$ cat src/rtl/video_effect_stage.sv
// Two-stage Avalon-ST colour effect stage: per-frame effect latch, stage-1 pixel math,
// stage-2 output register, plus sop/eop framing check and good-frame counter.
module video_effect_stage #(
  parameter int NumPixels      = 12*12,
  parameter int FrameCountBits = 16
) (
  input  logic                      clk,
  input  logic                      reset,
  input  logic [29:0]               sink_data,
  input  logic                      sink_startofpacket,
  input  logic                      sink_endofpacket,
  input  logic                      sink_valid,
  output logic                      sink_ready,
  output logic [29:0]               src_data,
  output logic                      src_startofpacket,
  output logic                      src_endofpacket,
  output logic                      src_valid,
  input  logic                      src_ready,
  input  logic [1:0]                effect_sel,
  input  logic [7:0]                brightness_offset,
  output logic                      frame_error,
  output logic [FrameCountBits-1:0] frame_count
);

  localparam int CntBits = (NumPixels > 1) ? $clog2(NumPixels) : 1;
  localparam logic [CntBits-1:0] LastIdx = CntBits'(NumPixels - 1);

  typedef enum logic [1:0] {EffPass, EffInvert, EffGray, EffBright} effect_e;

  logic                      r_v1, r_v2;
  logic [23:0]               r_d1, r_d2;
  logic                      r_sop1, r_eop1, r_sop2, r_eop2;
  effect_e                   r_eff;
  logic [7:0]                r_off;
  logic [CntBits-1:0]        r_cnt;
  logic                      r_ferr;
  logic [FrameCountBits-1:0] r_fc;

  logic               w_adv1, w_adv2, w_accept, w_sop_acc;
  effect_e            w_eff;
  logic [7:0]         w_off;
  logic [7:0]         w_r, w_g, w_b;
  logic [9:0]         w_gray_sum;
  logic [23:0]        w_pix;
  logic [CntBits-1:0] w_pos, w_cnt_nxt;
  logic               w_ok, w_err, w_good;
  logic               w_unused_pad;

  assign w_adv2     = !r_v2 || src_ready;
  assign w_adv1     = !r_v1 || w_adv2;
  assign sink_ready = reset && w_adv1;
  assign w_accept   = sink_valid && sink_ready;
  assign w_sop_acc  = w_accept && sink_startofpacket;

  // The sop beat itself must see the freshly sampled controls, so bypass the latch.
  assign w_eff = w_sop_acc ? effect_e'(effect_sel) : r_eff;
  assign w_off = w_sop_acc ? brightness_offset : r_off;

  assign w_r          = sink_data[29:22];
  assign w_g          = sink_data[19:12];
  assign w_b          = sink_data[9:2];
  assign w_unused_pad = ^{sink_data[21:20], sink_data[11:10], sink_data[1:0]};
  assign w_gray_sum   = {2'b00, w_r} + {1'b0, w_g, 1'b0} + {2'b00, w_b};

  function automatic logic [7:0] brighten(input logic [7:0] c, input logic [7:0] off);
    logic [9:0] s;
    s = {2'b00, c} + {{2{off[7]}}, off};
    if (s[9])      return 8'h00;
    else if (s[8]) return 8'hFF;
    else           return s[7:0];
  endfunction

  always_comb begin
    w_pix = {w_r, w_g, w_b};
    case (w_eff)
      EffPass:   w_pix = {w_r, w_g, w_b};
      EffInvert: w_pix = {~w_r, ~w_g, ~w_b};
      EffGray:   w_pix = {3{w_gray_sum[9:2]}};
      EffBright: w_pix = {brighten(w_r, w_off), brighten(w_g, w_off), brighten(w_b, w_off)};
      default:   w_pix = {w_r, w_g, w_b};
    endcase
  end

  // A frame is in progress exactly when cnt != 0, so no separate "started" flag is kept.
  assign w_pos = sink_startofpacket ? '0 : r_cnt;
  assign w_ok  = sink_startofpacket || (r_cnt != '0);

  always_comb begin
    w_err     = 1'b0;
    w_good    = 1'b0;
    w_cnt_nxt = r_cnt;
    if (sink_startofpacket && r_cnt != '0) w_err = 1'b1;
    if (!sink_startofpacket && r_cnt == '0) w_err = 1'b1;
    if (sink_endofpacket) begin
      w_cnt_nxt = '0;
      if (w_pos != LastIdx) w_err  = 1'b1;
      else if (w_ok)        w_good = 1'b1;
    end else if (w_pos == LastIdx) begin
      w_err     = 1'b1;
      w_cnt_nxt = '0;
    end else if (w_ok) begin
      w_cnt_nxt = w_pos + 1'b1;
    end
  end

  always_ff @(posedge clk or negedge reset) begin
    if (!reset) begin
      r_v1   <= 1'b0;
      r_v2   <= 1'b0;
      r_d1   <= '0;
      r_d2   <= '0;
      r_sop1 <= 1'b0;
      r_eop1 <= 1'b0;
      r_sop2 <= 1'b0;
      r_eop2 <= 1'b0;
      r_eff  <= EffPass;
      r_off  <= '0;
      r_cnt  <= '0;
      r_ferr <= 1'b0;
      r_fc   <= '0;
    end else begin
      if (w_adv1) r_v1 <= sink_valid;
      if (w_accept) begin
        r_d1   <= w_pix;
        r_sop1 <= sink_startofpacket;
        r_eop1 <= sink_endofpacket;
        r_cnt  <= w_cnt_nxt;
        if (w_good) r_fc <= r_fc + 1'b1;
      end
      if (w_sop_acc) begin
        r_eff <= w_eff;
        r_off <= w_off;
      end
      if (w_adv2) begin
        r_v2 <= r_v1;
        if (r_v1) begin
          r_d2   <= r_d1;
          r_sop2 <= r_sop1;
          r_eop2 <= r_eop1;
        end
      end
      r_ferr <= w_accept && w_err;
    end
  end

  assign src_valid         = r_v2;
  assign src_data          = {r_d2[23:16], 2'b00, r_d2[15:8], 2'b00, r_d2[7:0], 2'b00};
  assign src_startofpacket = r_sop2;
  assign src_endofpacket   = r_eop2;
  assign frame_error       = r_ferr;
  assign frame_count       = r_fc;

endmodule

$ cat config.mk
export PLATFORM = sky130hd
export DESIGN_NAME = video_effect_stage
export DESIGN_NICKNAME = d
export VERILOG_FILES = /design/src/rtl/video_effect_stage.sv
export SDC_FILE = /design/constraint.sdc
export NUM_CORES = 1
export LEC_CHECK = 0
export CORE_MARGIN = 5
export CORE_UTILIZATION = 35
export DETAILED_ROUTE_END_ITERATION = 8
export GPL_ROUTABILITY_DRIVEN = 0
export PLACE_DENSITY = 0.66
export SYNTH_ARGS = -nofsm -noshare
export SYNTH_HDL_FRONTEND = slang
export SYNTH_SLANG_ARGS = --single-unit
$ cat constraint.sdc
create_clock -name clk -period 4.3 [get_ports clk]
set_input_delay 0.86 -clock clk [delete_from_list [all_inputs] [get_ports clk]]
set_output_delay 0.86 -clock clk [all_outputs]
set_load 0.01 [all_outputs]
==> results of run 1 <==
how the worst max path moves through the flow:
stage | from | to | cells past startpoint
floorplan | src_ready | r_d1[18]$_DFFE_PN0P_ | 11
global placement | src_ready | r_d1[17]$_DFFE_PN0P_ | 14
detailed placement | src_ready | r_d1[17]$_DFFE_PN0P_ | 13
CTS | src_ready | r_d1[17]$_DFFE_PN0P_ | 14
global route | src_ready | r_d1[18]$_DFFE_PN0P_ | 14
finish | src_ready | r_d1[17]$_DFFE_PN0P_ | 13
cell type report:
type | instances | share of cell area, %
clock buffers | 9 | 2.72
clock inverters | 7 | 1.03
inverters | 29 | 1.34
multi-input cells | 534 | 48.1
flip-flops and latches | 89 | 26.9
well taps | 229 | 3.46
repair buffers | 151 | 16.5
cell usage in the layout (no fill, tap or decap), types with 11 or more instances in the layout:
cell	n
o21ai_1	15
dfrtp_1	89
buf_4	66
o211ai_1	15
clkdlybuf4s50_1	83
nand2b_1	14
nor2_1	34
a21oi_1	37
nand3_1	20
inv_1	26
nand2_1	34
fa_1	11
xnor2_1	27
nor3_1	13
o21ai_0	50
or3_1	23
ha_1	40
mux2_2	43
a31oi_1	20
worst max-delay path: stages:
cell and delay [ns]:
clkdlybuf4s50_1 0.49, and3b_1 0.22, nor2_1 0.27, buf_12 0.18
mux2_2 0.41, inv_1 0.23, fa_1 0.24, and3b_1 0.21
o21ai_0 0.29, o2bb2ai_1 0.26, xnor2_4 0.14, o221a_1 0.24
o22a_1 0.17
state kept, by name (all words and copies together) (netlist names), 2 cells and up:
register     flops
frame_count     16
r_cnt            8
r_d1            24
r_d2            24
r_eff            2
r_off            8
metrics by stage:
step	worst slack [ns]	area, sq um	std cells	total power (W)	hold slack (ns)
floorplan	0.394	6460	680	0.00212	0.442
global placement	0.0231	7970	1032	0.00282	0.460
global route	0.0992	8280	1048	0.00392	0.505
detailed placement	0.0105	7970	1032	0.00284	0.469
finish	0.318	8280	1048	0.00368	0.477
CTS	0.343	8280	1048	0.00370	0.484
kinds of logic (layout without fill, tap and decap cells):
| logic type | Yosys count | after routing | share of synthesized area (%) |
|---|---|---|---|
| xor gates and xnor gates | 38 | 38 | 5.57 |
| buffers and inverters | 57 | 196 | 3.96 |
| and+or+nand+nor | 195 | 195 | 16.9 |
| adders and majority gates | 51 | 51 | 11.2 |
| muxes | 49 | 49 | 8.50 |
| other | 1 | 6 | 0.0582 |
| AOI/OAI and AO/OA | 195 | 195 | 19.2 |
| DFF | 89 | 89 | 34.5 |
report_power, final:
part,internal (W),switching (W)
clock network,0.000465,0.000383
registers,0.00104,0.000120
logic,0.000843,0.000828
total,0.00235,0.00133
layer usage:
metal / up-vias / track usage [%]
li1: 2768 / -
met1: 2685 / 24.0
met2: 170 / 27.0
met3: 28 / 3.49
met4: 0 / 5.36
met5: - / 0
==> flow_summary.yaml, run 1 <==
status:
  outcome: "finished clean"
worst_setup_path:
  crit_path_end_kind: "flip-flop"
  path_max_fanout: 10
  rr_startpoint: "r_v1$_DFFE_PN0N_"
  r2r_end: "r_d1[17]$_DFFE_PN0P_"
  cp-start-kind: "input pin"
  cp.arrival_ns: 4.22
  critPathRequiredTime_ns: 4.54
  critPathKind: "input pin to flip-flop"
  rrSetupSlack_ns: 0.90
  r2r.worst_path.cells: 12
yosys:
  post-synth-top-count-cell: "dfrtp_1"
  yosys.cell_types.count: 77
  synth_area_sq_mm: 0.00645
  synth_top_area_cell: "dfrtp_1"
  synth.area.top_cells: "dfrtp_1, ha_1, mux2_2, o21ai_0, xnor2_1"
  synth_flop_cell: "dfrtp_1"
  synth.avg_cell_area_sq_um: 9.55
  syn_inst: 675
  synth_common_cells: "dfrtp_1, o21ai_0, mux2_2"
  yosysTopAreaCellShare_pct: 34.5
  ys_ff_latch: 89
  synth-edff-count: 0
  ys_async_sr_fraction_pct: 100
  yosysWarnings: 0
  yosysSeqAreaShare_pct: 34.5
timing:
  rsz0062_at_grt: "false"
  maxSlewHeadroom_pct: 42.8
  fin_skew_ns: 0.00967
  setup_tns_ns: 0
  finalSetupViolCount: 0
  final-max-slew-violation-count: 0
  hold_viol: 0
  worst_pin_slew_ns: 0.849
  fmax_ghz: 0.251
  min_period_over_period_pct: 92.6
  period_needed_ns: 3.98
floorplanning:
  die_y_um: 146
  die_w_um: 146
  core_area_sq_mm: 0.0180
  io_pins: 97
  initial_core_util_pct: 35.8
  fp-row-count: 49
  die_area_sq_mm: 0.0212
finish:
  layout.area.seq_sq_mm: 0.00223
  drive_gt1_share_pct: 18.1
  antenna_cells: 0
  fillers: 1764
  final_util_pct: 46.0
  area_growth_pct: 28.5
  final_nets: 911
  multi_input_area_sq_mm: 0.00398
route:
  dr_wl_met3_um: 1110
  antenna_left: 0
  highest_layer: "met4"
  drt-pass1-iter-count: 5
  drt_iter0_drc: 463
  routedLengthMet1_um: 8460
  num_vias: 5651
  viasPerCell: 5.39
  routed-wl-met2_um: 8450
  wl_um: 18400
  drc: 0
  wl_per_cell_um: 17.6
pwr:
  powerDensity_mw_per_mm2: 444
  peakVddDrop_v: 0.000217
  p_leak_nw: 3.51
cts:
  clk_latency_ns: 0.36
  htreeDepth: 3
  root_buffer: "clkbuf_16"
  cts_hold_buffers: 0
  post_cts_buffers: 0
  post_cts_resized: 0
  path_clk_slew_ns: 0.07
  cts_tree: "done"
  cts_buffer_depth: 2
  cts_buffers: 9
  cts_sinks: 89
job:
  maxCapViolations: 0
global_route:
  grt_pass1_wl_um: 29700
  grt-ovfl-total: 0
  grt.total_usage_pct: 17.2
  grt_max_degree: 57
  antenna_found_initial: 0
  grt_pass1_vias: 5399
hold_path:
  worstHoldStart: "frame_count[15]$_DFFE_PN0P_"
  hold_end: "frame_count[15]$_DFFE_PN0P_"
  min_path_type: "flip-flop to flip-flop"
  min_path_cells: 1
placement:
  place_hpwl_um: 14300
  io_buffers: 84
Note: power is estimated with default switching activity, not from simulation.
==> run 2: changes to the inputs <==
--- a/config.mk
+++ b/config.mk
@@ -5,10 +5,12 @@
 export SDC_FILE = /design/constraint.sdc
 export NUM_CORES = 1
 export LEC_CHECK = 0
+export CAP_MARGIN = 5
 export CORE_MARGIN = 5
 export CORE_UTILIZATION = 35
 export DETAILED_ROUTE_END_ITERATION = 8
 export GPL_ROUTABILITY_DRIVEN = 0
+export HOLD_SLACK_MARGIN = 0.05
 export PLACE_DENSITY = 0.66
 export SYNTH_ARGS = -nofsm -noshare
 export SYNTH_HDL_FRONTEND = slang
==> results of run 2 <==
No change in the layout: final DEF, timing and power equal those of run 1.
